`src/rtl/hazard_stall_ctrl_if.sv`:
```
// Hazard controller bundle: ID/EX/MEM hazard sources in, pipeline enables and debug counters out.
// The pipeline side is master and the hazard controller is slave.
interface hazard_stall_ctrl_if #(
    parameter int REG_W = 5,
    parameter int CNT_W = 16
);
    logic             ext_stall;
    logic [REG_W-1:0] IFID_Rs;
    logic [REG_W-1:0] IFID_Rt;
    logic             ID_UsesRt;
    logic             ID_IsBranch;
    logic             ID_BranchTaken;
    logic             ID_IsJump;
    logic             ID_IsJr;
    logic             IDEX_MemRead;
    logic             IDEX_RegWrite;
    logic [REG_W-1:0] IDEX_WriteReg;
    logic             EXMEM_MemRead;
    logic [REG_W-1:0] EXMEM_WriteReg;
    logic             PC_Write;
    logic             IFID_Write;
    logic             IF_flush;
    logic             IDEX_flush;
    logic             stall_busy;
    logic [CNT_W-1:0] stall_count;
    logic [CNT_W-1:0] flush_count;

    modport master (
        output ext_stall, IFID_Rs, IFID_Rt, ID_UsesRt, ID_IsBranch, ID_BranchTaken,
               ID_IsJump, ID_IsJr, IDEX_MemRead, IDEX_RegWrite, IDEX_WriteReg,
               EXMEM_MemRead, EXMEM_WriteReg,
        input  PC_Write, IFID_Write, IF_flush, IDEX_flush, stall_busy,
               stall_count, flush_count
    );

    modport slave (
        input  ext_stall, IFID_Rs, IFID_Rt, ID_UsesRt, ID_IsBranch, ID_BranchTaken,
               ID_IsJump, ID_IsJr, IDEX_MemRead, IDEX_RegWrite, IDEX_WriteReg,
               EXMEM_MemRead, EXMEM_WriteReg,
        output PC_Write, IFID_Write, IF_flush, IDEX_flush, stall_busy,
               stall_count, flush_count
    );
endinterface

```
`src/rtl/hazard_stall_ctrl.sv`:
```
// Central hazard controller for the 5-stage MIPS pipeline: load-use / ID-operand stalls,
// wrong-path flush on taken branches and jumps, saturating stall/flush debug counters.
module hazard_stall_ctrl #(
    parameter int REG_W = 5,
    parameter int CNT_W = 16
) (
    input  logic              clk,
    input  logic              rst,
    hazard_stall_ctrl_if.slave bus
);
    localparam logic [0:0] ST_RUN   = 1'b0;
    localparam logic [0:0] ST_STALL = 1'b1;

    logic [0:0]       state;
    logic             rem;
    logic [CNT_W-1:0] stall_cnt;
    logic [CNT_W-1:0] flush_cnt;

    logic id_reads_rt;
    logic id_cmp;
    logic dep_ex;
    logic dep_mem;
    logic need2;
    logic need1;
    logic stall_now;
    logic flush_now;

    function automatic logic reg_match(input logic [REG_W-1:0] x, input logic [REG_W-1:0] y);
        return (x == y) && (y != '0);
    endfunction

    always_comb begin
        id_reads_rt = bus.ID_UsesRt || bus.ID_IsBranch;
        id_cmp      = bus.ID_IsBranch || bus.ID_IsJr;
        dep_ex      = reg_match(bus.IFID_Rs, bus.IDEX_WriteReg) ||
                      (id_reads_rt && reg_match(bus.IFID_Rt, bus.IDEX_WriteReg));
        dep_mem     = reg_match(bus.IFID_Rs, bus.EXMEM_WriteReg) ||
                      (id_reads_rt && reg_match(bus.IFID_Rt, bus.EXMEM_WriteReg));
        need2       = 1'b0;
        need1       = 1'b0;
        if (state == ST_RUN) begin
            if (id_cmp && bus.IDEX_MemRead && dep_ex)
                need2 = 1'b1;
            else if (id_cmp && bus.IDEX_RegWrite && dep_ex)
                need1 = 1'b1;
            else if (id_cmp && bus.EXMEM_MemRead && dep_mem)
                need1 = 1'b1;
            else if (!id_cmp && bus.IDEX_MemRead && dep_ex)
                need1 = 1'b1;
        end
        stall_now = (state == ST_STALL) || need1 || need2;
        // A stall defers any branch/jump redirect until the operands are ready.
        flush_now = (state == ST_RUN) && !need1 && !need2 &&
                    (bus.ID_IsJump || bus.ID_IsJr || (bus.ID_IsBranch && bus.ID_BranchTaken));
    end

    always_comb begin
        bus.PC_Write   = 1'b0;
        bus.IFID_Write = 1'b0;
        bus.IF_flush   = 1'b0;
        bus.IDEX_flush = 1'b0;
        if (!rst && !bus.ext_stall) begin
            if (stall_now) begin
                bus.IDEX_flush = 1'b1;
            end else if (flush_now) begin
                bus.PC_Write = 1'b1;
                bus.IF_flush = 1'b1;
            end else begin
                bus.PC_Write   = 1'b1;
                bus.IFID_Write = 1'b1;
            end
        end
    end

    always_ff @(posedge clk) begin
        if (rst) begin
            state     <= ST_RUN;
            rem       <= 1'b0;
            stall_cnt <= '0;
            flush_cnt <= '0;
        end else if (!bus.ext_stall) begin
            if (state == ST_STALL) begin
                state <= ST_RUN;
                rem   <= 1'b0;
            end else if (need2) begin
                state <= ST_STALL;
                rem   <= 1'b1;
            end
            if (stall_now && stall_cnt != '1)
                stall_cnt <= stall_cnt + {{(CNT_W-1){1'b0}}, 1'b1};
            if (flush_now && flush_cnt != '1)
                flush_cnt <= flush_cnt + {{(CNT_W-1){1'b0}}, 1'b1};
        end
    end

    assign bus.stall_busy  = (state == ST_STALL) && rem;
    assign bus.stall_count = stall_cnt;
    assign bus.flush_count = flush_cnt;
endmodule

```
`src/flat_wrapper.sv`:
```
// flat-port wrapper written by rule: the top's interface ports become plain ports
module hazard_stall_ctrl_flat 
#(
    parameter int REG_W = 5,
    parameter int CNT_W = 16
)
  (clk, rst, bus_ext_stall, bus_IFID_Rs, bus_IFID_Rt, bus_ID_UsesRt, bus_ID_IsBranch, bus_ID_BranchTaken, bus_ID_IsJump, bus_ID_IsJr, bus_IDEX_MemRead, bus_IDEX_RegWrite, bus_IDEX_WriteReg, bus_EXMEM_MemRead, bus_EXMEM_WriteReg, bus_PC_Write, bus_IFID_Write, bus_IF_flush, bus_IDEX_flush, bus_stall_busy, bus_stall_count, bus_flush_count);
  hazard_stall_ctrl_if #(.REG_W(REG_W), .CNT_W(CNT_W)) bus_i ();
  input  logic clk;
  input  logic rst;
  input wire logic [$bits(bus_i.ext_stall)-1:0] bus_ext_stall;
  input wire logic [$bits(bus_i.IFID_Rs)-1:0] bus_IFID_Rs;
  input wire logic [$bits(bus_i.IFID_Rt)-1:0] bus_IFID_Rt;
  input wire logic [$bits(bus_i.ID_UsesRt)-1:0] bus_ID_UsesRt;
  input wire logic [$bits(bus_i.ID_IsBranch)-1:0] bus_ID_IsBranch;
  input wire logic [$bits(bus_i.ID_BranchTaken)-1:0] bus_ID_BranchTaken;
  input wire logic [$bits(bus_i.ID_IsJump)-1:0] bus_ID_IsJump;
  input wire logic [$bits(bus_i.ID_IsJr)-1:0] bus_ID_IsJr;
  input wire logic [$bits(bus_i.IDEX_MemRead)-1:0] bus_IDEX_MemRead;
  input wire logic [$bits(bus_i.IDEX_RegWrite)-1:0] bus_IDEX_RegWrite;
  input wire logic [$bits(bus_i.IDEX_WriteReg)-1:0] bus_IDEX_WriteReg;
  input wire logic [$bits(bus_i.EXMEM_MemRead)-1:0] bus_EXMEM_MemRead;
  input wire logic [$bits(bus_i.EXMEM_WriteReg)-1:0] bus_EXMEM_WriteReg;
  output wire logic [$bits(bus_i.PC_Write)-1:0] bus_PC_Write;
  output wire logic [$bits(bus_i.IFID_Write)-1:0] bus_IFID_Write;
  output wire logic [$bits(bus_i.IF_flush)-1:0] bus_IF_flush;
  output wire logic [$bits(bus_i.IDEX_flush)-1:0] bus_IDEX_flush;
  output wire logic [$bits(bus_i.stall_busy)-1:0] bus_stall_busy;
  output wire logic [$bits(bus_i.stall_count)-1:0] bus_stall_count;
  output wire logic [$bits(bus_i.flush_count)-1:0] bus_flush_count;
  assign bus_i.ext_stall = bus_ext_stall;
  assign bus_i.IFID_Rs = bus_IFID_Rs;
  assign bus_i.IFID_Rt = bus_IFID_Rt;
  assign bus_i.ID_UsesRt = bus_ID_UsesRt;
  assign bus_i.ID_IsBranch = bus_ID_IsBranch;
  assign bus_i.ID_BranchTaken = bus_ID_BranchTaken;
  assign bus_i.ID_IsJump = bus_ID_IsJump;
  assign bus_i.ID_IsJr = bus_ID_IsJr;
  assign bus_i.IDEX_MemRead = bus_IDEX_MemRead;
  assign bus_i.IDEX_RegWrite = bus_IDEX_RegWrite;
  assign bus_i.IDEX_WriteReg = bus_IDEX_WriteReg;
  assign bus_i.EXMEM_MemRead = bus_EXMEM_MemRead;
  assign bus_i.EXMEM_WriteReg = bus_EXMEM_WriteReg;
  assign bus_PC_Write = bus_i.PC_Write;
  assign bus_IFID_Write = bus_i.IFID_Write;
  assign bus_IF_flush = bus_i.IF_flush;
  assign bus_IDEX_flush = bus_i.IDEX_flush;
  assign bus_stall_busy = bus_i.stall_busy;
  assign bus_stall_count = bus_i.stall_count;
  assign bus_flush_count = bus_i.flush_count;
  hazard_stall_ctrl #(.REG_W(REG_W), .CNT_W(CNT_W)) u_core (.clk(clk), .rst(rst), .bus(bus_i));
endmodule
```
`config.mk`:
```
export PLATFORM = sky130hd
export DESIGN_NAME = hazard_stall_ctrl_flat
export DESIGN_NICKNAME = d
export VERILOG_FILES = /design/src/rtl/hazard_stall_ctrl_if.sv /design/src/rtl/hazard_stall_ctrl.sv /design/src/flat_wrapper.sv
export SDC_FILE = /design/constraint.sdc
export NUM_CORES = 1
export LEC_CHECK = 0
export CORE_UTILIZATION = 42
export DETAILED_ROUTE_END_ITERATION = 6
export HOLD_SLACK_MARGIN = 0.02
export PLACE_DENSITY = 0.77
export SLEW_MARGIN = 40
export SYNTH_ARGS = -nofsm -noshare
export SYNTH_HDL_FRONTEND = slang
export SYNTH_SLANG_ARGS = --single-unit
```
`constraint.sdc`:
```
create_clock -name clk -period 2.6 [get_ports clk]
set_input_delay 0.52 -clock clk [delete_from_list [all_inputs] [get_ports clk]]
set_output_delay 0.52 -clock clk [all_outputs]
set_load 0.005 [all_outputs]
```
## Word level (Yosys, flattened, before mapping)

Index checks and enable logic that the tools add are counted.

- Equal/unequal tests: 6
- Bitwise operators: 2
- Reductions and logical operators: 41
- Mux-type cells: 21
- $add $sub $neg: 2

Operators with widths:

| kind | number |
|---|---|
| $add 16x1->16 const B | 2 |
| $ne 16x16->1 const B | 2 |
| $logic_and 1x1->1 | 22 |
| $mux 1 | 21 |
| $eq 5x5->1 | 4 |
| $reduce_bool 5->1 | 2 |
| $logic_or 1x1->1 | 8 |
| $reduce_and 2->1 | 3 |
| $logic_not 1->1 | 5 |
| $not 1->1 | 2 |
| $reduce_bool 2->1 | 1 |

- Input port bits: 31
- Register bits: 34
- Output and inout bits: 37

## Longest topological paths before layout

Gate-level depths: netlist of the first run.

- Word-level depth: 17
- Gate-level depth with buffers: 9
- Depth with buffers taken out: 7

## Worst setup path before layout of the first run

OpenSTA, ideal clock, no wires.

- Kind: in2out
- From: input bus_EXMEM_WriteReg[0]
- To: output bus_IF_flush
- Cell stages on the path: 7
- Path slack: -0.193 ns
- Buffers on the path: 2
- Arrival time: 2.273 ns
- Cell sequence: or3_1 -> o311a_1 -> a221oi_2 -> buf_2 -> buf_2 -> nand3_1 -> nor2_1

- Word-level cells in the longest chain between the ends: 16
- Elaborated cells between the ends (all ways): 21
- Classes of those cells: 2 x eq/ne; 7 x mux; 12 x reduce/logical

RTL lines:

| element | RTL line | source |
|---|---|---|
| start: declaration | flat_wrapper.sv:23 | `input wire logic [$bits(bus_i.EXMEM_WriteReg)-1:0] bus_EXMEM_WriteReg;` |
| $eq 5x5->1 / $reduce_bool 5->1 (equally long branches) | hazard_stall_ctrl.sv:29 | `return (x == y) && (y != '0);` |
| $logic_and 1x1->1 | hazard_stall_ctrl.sv:29 |  |
| $logic_and 1x1->1 | hazard_stall_ctrl.sv:38 | `(id_reads_rt && reg_match(bus.IFID_Rt, bus.EXMEM_WriteReg));` |
| $logic_or 1x1->1 * | hazard_stall_ctrl.sv:37 | `dep_mem = reg_match(bus.IFID_Rs, bus.EXMEM_WriteReg) \|\|` |
| $logic_and 1x1->1 * | hazard_stall_ctrl.sv:46 | `else if (id_cmp && bus.EXMEM_MemRead && dep_mem)` |
| $mux 1 * | hazard_stall_ctrl.sv:46 |  |
| $mux 1 * | hazard_stall_ctrl.sv:44 | `else if (id_cmp && bus.IDEX_RegWrite && dep_ex)` |
| $mux 1 * | hazard_stall_ctrl.sv:42 | `if (id_cmp && bus.IDEX_MemRead && dep_ex)` |
| $mux 1 * | hazard_stall_ctrl.sv:41 | `if (state == ST_RUN) begin` |
| $logic_not 1->1 | hazard_stall_ctrl.sv:53 | `flush_now = (state == ST_RUN) && !need1 && !need2 &&` |
| $logic_and 1x1->1 (3 in series) | hazard_stall_ctrl.sv:53 |  |
| $mux 1 | hazard_stall_ctrl.sv:65 | `end else if (flush_now) begin` |
| $mux 1 * | hazard_stall_ctrl.sv:63 | `if (stall_now) begin` |
| $mux 1 * | hazard_stall_ctrl.sv:62 | `if (!rst && !bus.ext_stall) begin` |
| end: declaration | flat_wrapper.sv:26 | `output wire logic [$bits(bus_i.IF_flush)-1:0] bus_IF_flush;` |

Every way passes the cells marked *; elsewhere a longest branch is shown, timed or not.

## Worst setup path in the final report of the first run

- From: input bus_EXMEM_WriteReg[0]
- To: output bus_IFID_Write

- Word-level cells in the longest chain between the ends: 16
- Elaborated cells between the ends (all ways): 21
- Classes of those cells: 2 x eq/ne; 7 x mux; 12 x reduce/logical

RTL lines:

| element | RTL line | source |
|---|---|---|
| $eq 5x5->1 / $reduce_bool 5->1 (equally long branches) | hazard_stall_ctrl.sv:29 |  |
| $logic_and 1x1->1 | hazard_stall_ctrl.sv:29 |  |
| $logic_and 1x1->1 | hazard_stall_ctrl.sv:38 |  |
| $logic_or 1x1->1 * | hazard_stall_ctrl.sv:37 |  |
| $logic_and 1x1->1 * | hazard_stall_ctrl.sv:46 |  |
| $mux 1 * | hazard_stall_ctrl.sv:46 |  |
| $mux 1 * | hazard_stall_ctrl.sv:44 |  |
| $mux 1 * | hazard_stall_ctrl.sv:42 |  |
| $mux 1 * | hazard_stall_ctrl.sv:41 |  |
| $logic_not 1->1 | hazard_stall_ctrl.sv:53 |  |
| $logic_and 1x1->1 (3 in series) | hazard_stall_ctrl.sv:53 |  |
| $mux 1 | hazard_stall_ctrl.sv:65 |  |
| $mux 1 * | hazard_stall_ctrl.sv:63 |  |
| $mux 1 * | hazard_stall_ctrl.sv:62 |  |
| end: declaration | flat_wrapper.sv:25 | `output wire logic [$bits(bus_i.IFID_Write)-1:0] bus_IFID_Write;` |

Marks and branches as above.

==> results of run 1 <==
==> power groups by stage <==
| stage | Clock (mW) | Combinational [mW] | Sequential, mW |
|---|---|---|---|
| floorplan | 0 | 0.0990 | 0.541 |
| global placement | 0 | 0.225 | 0.542 |
| detailed placement | 0 | 0.230 | 0.541 |
| CTS | 0.505 | 0.242 | 0.530 |
| global route | 0.524 | 0.275 | 0.530 |
| finish | 0.497 | 0.256 | 0.530 |
==> path summary, 6_finish.rpt <==
check | end | cells after the start
max | bus_IFID_Write | 8
min | u_core.rem | 1
max reg2reg | u_core.bus.stall_count[14] | 6
min reg2reg | u_core.rem | 1
==> layout by cell type, fill, tap and decap left out, types with 8 or more instances in the layout <==
cell and n:
clkbuf_2 9, buf_4 37, or4_1 15, o31ai_1 18, xnor2_1 15, dfxtp_1 34, nand4_1 8, a21oi_1 21
nand2_1 14, clkdlybuf4s50_1 40, nand3_1 21, dlygate4sd2_1 8, nor2_1 15
==> cell families after synthesis <==
kind of cell,count (synthesis)
mux,7
buf+inv,20
simple gates,118
xor+xnor,20
fa+ha+maj,2
compound gates,62
flops,34
==> metal layers <==
metal,vias up,global-route usage [%],share of wire (%)
met5,-,0,0
met4,0,10.24,2.2
met1,1144,28.66,41
met2,84,43.93,50
met3,15,5.387,6.3
li1,1209,-,-
==> area by class of cell <==
| type | instances | area [um2] |
|---|---|---|
| clock buffer | 6 | 82.58 |
| clock inverter | 1 | 30.03 |
| fill | 388 | 1435 |
| inverter | 5 | 18.77 |
| multi-input combinational | 209 | 1513 |
| sequential | 34 | 680.7 |
| tap | 67 | 83.83 |
| timing repair buffer | 110 | 942.2 |
==> sequential cells by signal, summed over array words and instances (netlist names) <==
register                count
u_core.state                1
u_core.bus.stall_count     16
u_core.rem                  1
u_core.bus.flush_count     16
==> repair_timing <==
| action | CTS | global route |
|---|---|---|
| endpoints found under the setup margin | 28 | 23 |
| buffers inserted | 5 | 3 |
| pin swaps | 14 | 20 |
| gates resized for setup | 73 | 34 |
| hold buffers | 0 | 0 |
==> cell usage after synthesis, types with 3 or more instances <==
master	instances	area (um2)
nand4_1	8	50.05
nor3_1	7	35.03
or4_1	18	135.1
inv_1	5	18.77
o21ai_0	3	15.01
nor2_1	16	60.06
buf_2	6	30.03
nand3_1	22	110.1
or3_1	3	18.77
nand2_1	14	52.55
nor2b_1	7	43.79
dfxtp_1	34	680.7
clkbuf_1	8	30.03
xnor2_1	18	157.7
and4_1	5	43.79
o31ai_1	18	135.1
a21oi_1	27	135.1
and3_1	7	43.79
and2_1	3	18.77
or2_2	3	18.77
mux2_2	7	78.83
==> through the flow <==
step                setup TNS [ps]  power, mW  utilization, %
floorplan                        0     0.6398               -
global placement            -15430     0.7668           64.78
detailed placement          -16500     0.7714           64.78
CTS                              0      1.277           68.97
global route                -230.8      1.329           70.01
finish                      -11.02      1.283           70.01
==> run_results.csv, run 1 <==
group,metric,value,unit
routing,drc,0,
sta,finalCriticalPeriod,2611,ps
cts,cts_tree,"done",
status,violations,"negative setup slack",
sta,rsz0062_at_grt,"true",
sta,fin_skew,4.825,ps
global_routing,grt_pass1_vias,2219,
sta,slew_headroom,74.13,%
cells_and_area,finalNetCount,398,
sta,slew_violations,0,
worst_setup_path,worst_setup_path_start_kind,"input port",
routing,vias_per_cell,5.676,
power_and_ir_drop,seq_power_share,41.3,%
worst_setup_path,r2r-start,"u_core.bus.stall_count[4]",
worst_setup_path,crit_path_frequent_cell,"buf_4",
cts,htreeDepth,2,
global_routing,grt_max_degree,22,
synthesis,yosys.cell_types.count,38,
global_routing,grt_usage,24.78,%
cells_and_area,area_growth,57.99,%
floorplan,rows,25,
routing,wl_per_cell,14.96,um
synthesis,synthSimpleGateAreaFrac,31.33,%
sta,setup_viol_count_final,1,
floorplan,dieWidth,73.06,um
cts,ctsLongestPathBuffers,2,
floorplan,initial_utilization,44.31,%
status,status,"finished with violations",
placed_design,hpwl,4.548,mm
worst_setup_path,crit_slowest_cell,"or3_4",
sta,setup_ws,-11.02,ps
synthesis,postSynthAreaPerCell,8.064,um2
global_routing,overflow,0,
power_and_ir_drop,leakage,1.225,nW
synthesis,synth_edf_count,0,
synthesis,synth-warning-count,0,
placed_design,pre_cts_slack,-686.1,ps
routing,detail-route-antenna-nets,0,
worst_setup_path,cp.required,2080,ps
sta,hold_viol_final,0,
routing,drtIter0Drc,163,
worst_setup_path,critPathCaptureType,"primary output",
floorplan,dieArea,5338,um2
synthesis,synth_ff_type,"dfxtp_1",
synthesis,synth.cell_area,2121,um2
worst_setup_path,worstPathCellList,"buf_8 > or3_4 > o311a_4 > a221oi_4 > buf_4 > buf_4 > and4_1 > buf_2",
power_and_ir_drop,power_switching,0.3182,mW
cts,cts_buffers,5,
placed_design,placed_area,3100,um2
synthesis,ys_ff_latch,34,
power_and_ir_drop,internal_power,0.9646,mW
global_routing,antenna_found_initial,0,
routing,drt_pass1_iterations,4,
synthesis,yosysSeqAreaShare,32.09,%
placed_design,finalWeightedCongestion,0.8961,
sta,whs,468.1,ps
cts,cts_root_buf,"clkbuf_8",
synthesis,synthAdderAreaFrac,1.180,%
worst_setup_path,crit_arrival,2090,ps
job,cap_violations,0,
sta,finalCritPeriodShare,100.4,%
worst_hold_path,hold_start,"u_core.rem",
power_and_ir_drop,switching_share,24.80,%
power_and_ir_drop,ir_worst_vdd,0.0002493,V
sta,fmax,0.3830,GHz
cts,clkLatencyLatePin,290,ps
floorplan,core_area,4786,um2
routing,wirelength,6.464,mm
synthesis,synth-async-reset-ratio,0,%
cells_and_area,stdcell_area,3351,um2
cells_and_area,drive_above_1_share,27.40,%
sta,worst_pin_slew,386.7,ps
synthesis,synth_compound_area_share,19.53,%
placed_design,dp.cells,419,
placed_design,portBuffers,67,
worst_setup_path,startpoint,"bus_EXMEM_WriteReg[0]",
routing,vias,2452,
global_routing,grt_pass1_wl,10.21,mm
cells_and_area,stdcell_count,432,
worst_hold_path,hold_class,"flop to flop",
worst_setup_path,cp_max_fo,2,
synthesis,synth_xor_area_share,8.260,%
synthesis,syn_inst,263,
power_and_ir_drop,combinationalPowerShare,20.0,%
synthesis,synth.mux.area_fraction,3.717,%
worst_setup_path,slowest_delay,370,ps
worst_setup_path,reg2reg_slack,340,ps
floorplan,die_h,73.06,um
worst_setup_path,cp_top_family,"compound AO/OA/AOI/OAI gates",
cts,cts.sinks,34,
synthesis,syn-num-nets,296,
worst_setup_path,path_class,"input port to primary output",
worst_setup_path,worst-path-buf-inv,4,
power_and_ir_drop,clock_power_share,38.8,%
synthesis,synth_top_family_by_area,"simple AND/OR/NAND/NOR gates",
cells_and_area,num_antenna_cells,0,
cts,path_clk_slew,60,ps
floorplan,ioPinCount,68,
power_and_ir_drop,p_per_area,382.8,nW/um2
Note: power is estimated with default switching activity, not from simulation.
==> inputs of run 2 (changes only) <==
--- a/config.mk
+++ b/config.mk
@@ -7,6 +7,7 @@
 export LEC_CHECK = 0
 export CORE_UTILIZATION = 42
 export DETAILED_ROUTE_END_ITERATION = 6
+export GPL_TIMING_DRIVEN = 0
 export HOLD_SLACK_MARGIN = 0.02
 export PLACE_DENSITY = 0.77
 export SLEW_MARGIN = 40
==> run 2 against run 1 <==
The run still ends with negative setup slack left. Clock power increased by 21%. Clock-buffer cell count fell by 1. Power increased by 6.6%. Final cell count shrank 3.2%. First-iteration DRC count is 11% higher. Final area is 3.9% lower. Die area stayed put. Critical path type unchanged. Critical endpoint unchanged. Largest power group is now the clock network.
==> run_results.csv, run 2 (synthesized netlist as in run 1, its figures left out) <==
group,metric,value,unit
global_routing,grt_pass1_wl,10.65,mm
cts,ctsHoldBuffers,0,
floorplan,core_area,4786,um2
worst_hold_path,hold_class,"flop to flop",
cells_and_area,num_antenna_cells,0,
cells_and_area,stdcell_area,3219,um2
routing,vias,2422,
worst_setup_path,cp_top_family,"compound AO/OA/AOI/OAI gates",
worst_setup_path,worstRegToRegCells,8,
global_routing,grt_max_degree,13,
worst_setup_path,reg2reg_slack,200,ps
worst_setup_path,cp_max_fo,3,
sta,finalCritPeriodShare,103.2,%
floorplan,rows,25,
sta,setup_viol_count_final,4,
cts,cts.sinks,34,
worst_hold_path,hold_start,"u_core.rem",
worst_setup_path,worst-path-buf-inv,4,
global_routing,grt_usage,25.68,%
placed_design,finalWeightedCongestion,0.9621,
worst_setup_path,worst_setup_path_start_kind,"input port",
cts,cts_root_buf,"clkbuf_8",
cts,cts_tree,"done",
routing,drtIter0Drc,181,
cts,path_clk_slew,80,ps
global_routing,antenna_found_initial,0,
placed_design,hpwl,4.502,mm
worst_setup_path,worstPathCellList,"buf_8 > or3_4 > o311a_4 > a221oi_4 > buf_6 > buf_6 > and4_1 > buf_2",
floorplan,dieWidth,73.06,um
worst_setup_path,r2r-start,"u_core.bus.flush_count[0]",
cells_and_area,final_common_cell,"clkdlybuf4s50_1",
worst_setup_path,crit_path_frequent_cell,"buf_6",
floorplan,die_h,73.06,um
global_routing,grt_pass1_vias,2253,
sta,rsz0062_at_grt,"true",
routing,detail-route-antenna-nets,0,
worst_hold_path,min_path_cells,1,
cts,ctsLongestPathBuffers,2,
sta,finalCriticalPeriod,2683,ps
power_and_ir_drop,p_per_area,424.7,nW/um2
sta,hold_viol_final,0,
cells_and_area,drive_above_1_share,21.08,%
routing,drt_pass1_iterations,6,
routing,wl_per_cell,15.85,um
power_and_ir_drop,seq_power_share,38.7,%
sta,setup_ws,-82.68,ps
power_and_ir_drop,combinationalPowerShare,17.3,%
status,status,"finished with violations",
power_and_ir_drop,leakage,1.140,nW
worst_setup_path,critPathCaptureType,"primary output",
floorplan,ioPinCount,68,
routing,drc,0,
cells_and_area,area_growth,51.80,%
job,cap_violations,0,
cells_and_area,finalNetCount,383,
worst_hold_path,worstHoldEndpoint,"u_core.rem",
status,violations,"negative setup slack",
sta,fmax,0.3728,GHz
worst_setup_path,crit_arrival,2160,ps
power_and_ir_drop,clock_power_share,43.9,%
power_and_ir_drop,ir_worst_vdd,0.0003384,V
cts,cts_buffers,5,
sta,worst_pin_slew,531.2,ps
worst_setup_path,slowest_delay,380,ps
floorplan,initial_utilization,44.31,%
sta,fin_skew,5.021,ps
worst_setup_path,path_class,"input port to primary output",
power_and_ir_drop,internal_power,1.020,mW
placed_design,placed_area,2899,um2
power_and_ir_drop,power_switching,0.3476,mW
global_routing,overflow,0,
cts,clkLatencyLatePin,290,ps
sta,slew_violations,0,
routing,wirelength,6.627,mm
cells_and_area,most-common-layout-cells,"clkdlybuf4s50_1, dfxtp_1, a21oi_1",
worst_setup_path,crit_slowest_cell,"or3_4",
worst_setup_path,reg2reg_to,"u_core.bus.flush_count[12]",
floorplan,dieArea,5338,um2
cts,htreeDepth,2,
sta,slew_headroom,64.59,%
worst_setup_path,cp.required,2080,ps
cells_and_area,nFillCells,405,
placed_design,portBuffers,67,
power_and_ir_drop,finalPower,1.367,mW
routing,vias_per_cell,5.794,
power_and_ir_drop,switching_share,25.42,%
## run 2: changes by cell type in the layout (fill, tap and decap cells not counted), sizes merged
cell and change:
buf -24, clkbuf +6, dlymetal6s2s +2, bufinv +1
clkdlybuf4s15 -1, clkdlybuf4s50 +1, clkinv +1
## run 2: repair_timing
item,in CTS,in global routing
pin swaps,12,12
setup buffers,11,3
gates resized for setup,63,37
setup endpoints to repair,34,29
## run 2: power by group through the flow
stage / Combinational (mW) / Clock [mW] / Sequential (mW)
detailed placement: 0.199 / 0 / 0.542
global route: 0.252 / 0.635 / 0.531
floorplan: 0.0990 / 0 / 0.541
global placement: 0.195 / 0 / 0.542
finish: 0.237 / 0.601 / 0.530
CTS: 0.219 / 0.606 / 0.529
## run 2: metal layers
metal | track usage (%) | wire length (um) | part of all wire, %
met1 | 33.05 | 2783 | 42
met2 | 42.59 | 3311 | 50
met3 | 5.387 | 424 | 6.4
met4 | 8.497 | 108 | 1.6
met5 | 0 | 0 | 0
## run 2: final cells by class
| type | instances | area [um2] | share of cell area, % |
|---|---|---|---|
| clock buffer | 5 | 68.82 | 2.138 |
| buffer | 14 | 70.07 | 2.176 |
| clock inverter | 3 | 68.82 | 2.138 |
| sequential | 34 | 680.7 | 21.14 |
| timing repair buffer | 81 | 725.7 | 22.54 |
| multi-input combinational | 209 | 1503 | 46.68 |
| inverter | 5 | 18.77 | 0.5830 |
| tap | 67 | 83.83 | 2.604 |
## run 2: through the flow
stage | worst slack [ps] | TNS, ps | hold slack [ps] | cells | util (%)
after CTS | -116.1 | -345.0 | 467.6 | 415 | 65.88
after detailed placement | -1207 | -19690 | 449.3 | 397 | 60.58
final | -82.68 | -181.9 | 462.3 | 418 | 67.27
after global placement | -1184 | -18500 | 440.5 | 397 | 60.58
after floorplan | 11.26 | 0 | 432.2 | 263 | -
after global routing | -139.9 | -404.6 | 483.7 | 418 | 67.27
## run 2: how the worst max path moves through the flow
stage                               start             end  cells after the start
CTS                 bus_EXMEM_WriteReg[2]  bus_IFID_Write                      8
global route        bus_EXMEM_WriteReg[1]  bus_IFID_Write                      8
floorplan           bus_EXMEM_WriteReg[0]    bus_IF_flush                      7
detailed placement  bus_EXMEM_WriteReg[0]    bus_IF_flush                      9
finish              bus_EXMEM_WriteReg[1]  bus_IFID_Write                      8
global placement    bus_EXMEM_WriteReg[0]    bus_IF_flush                      9
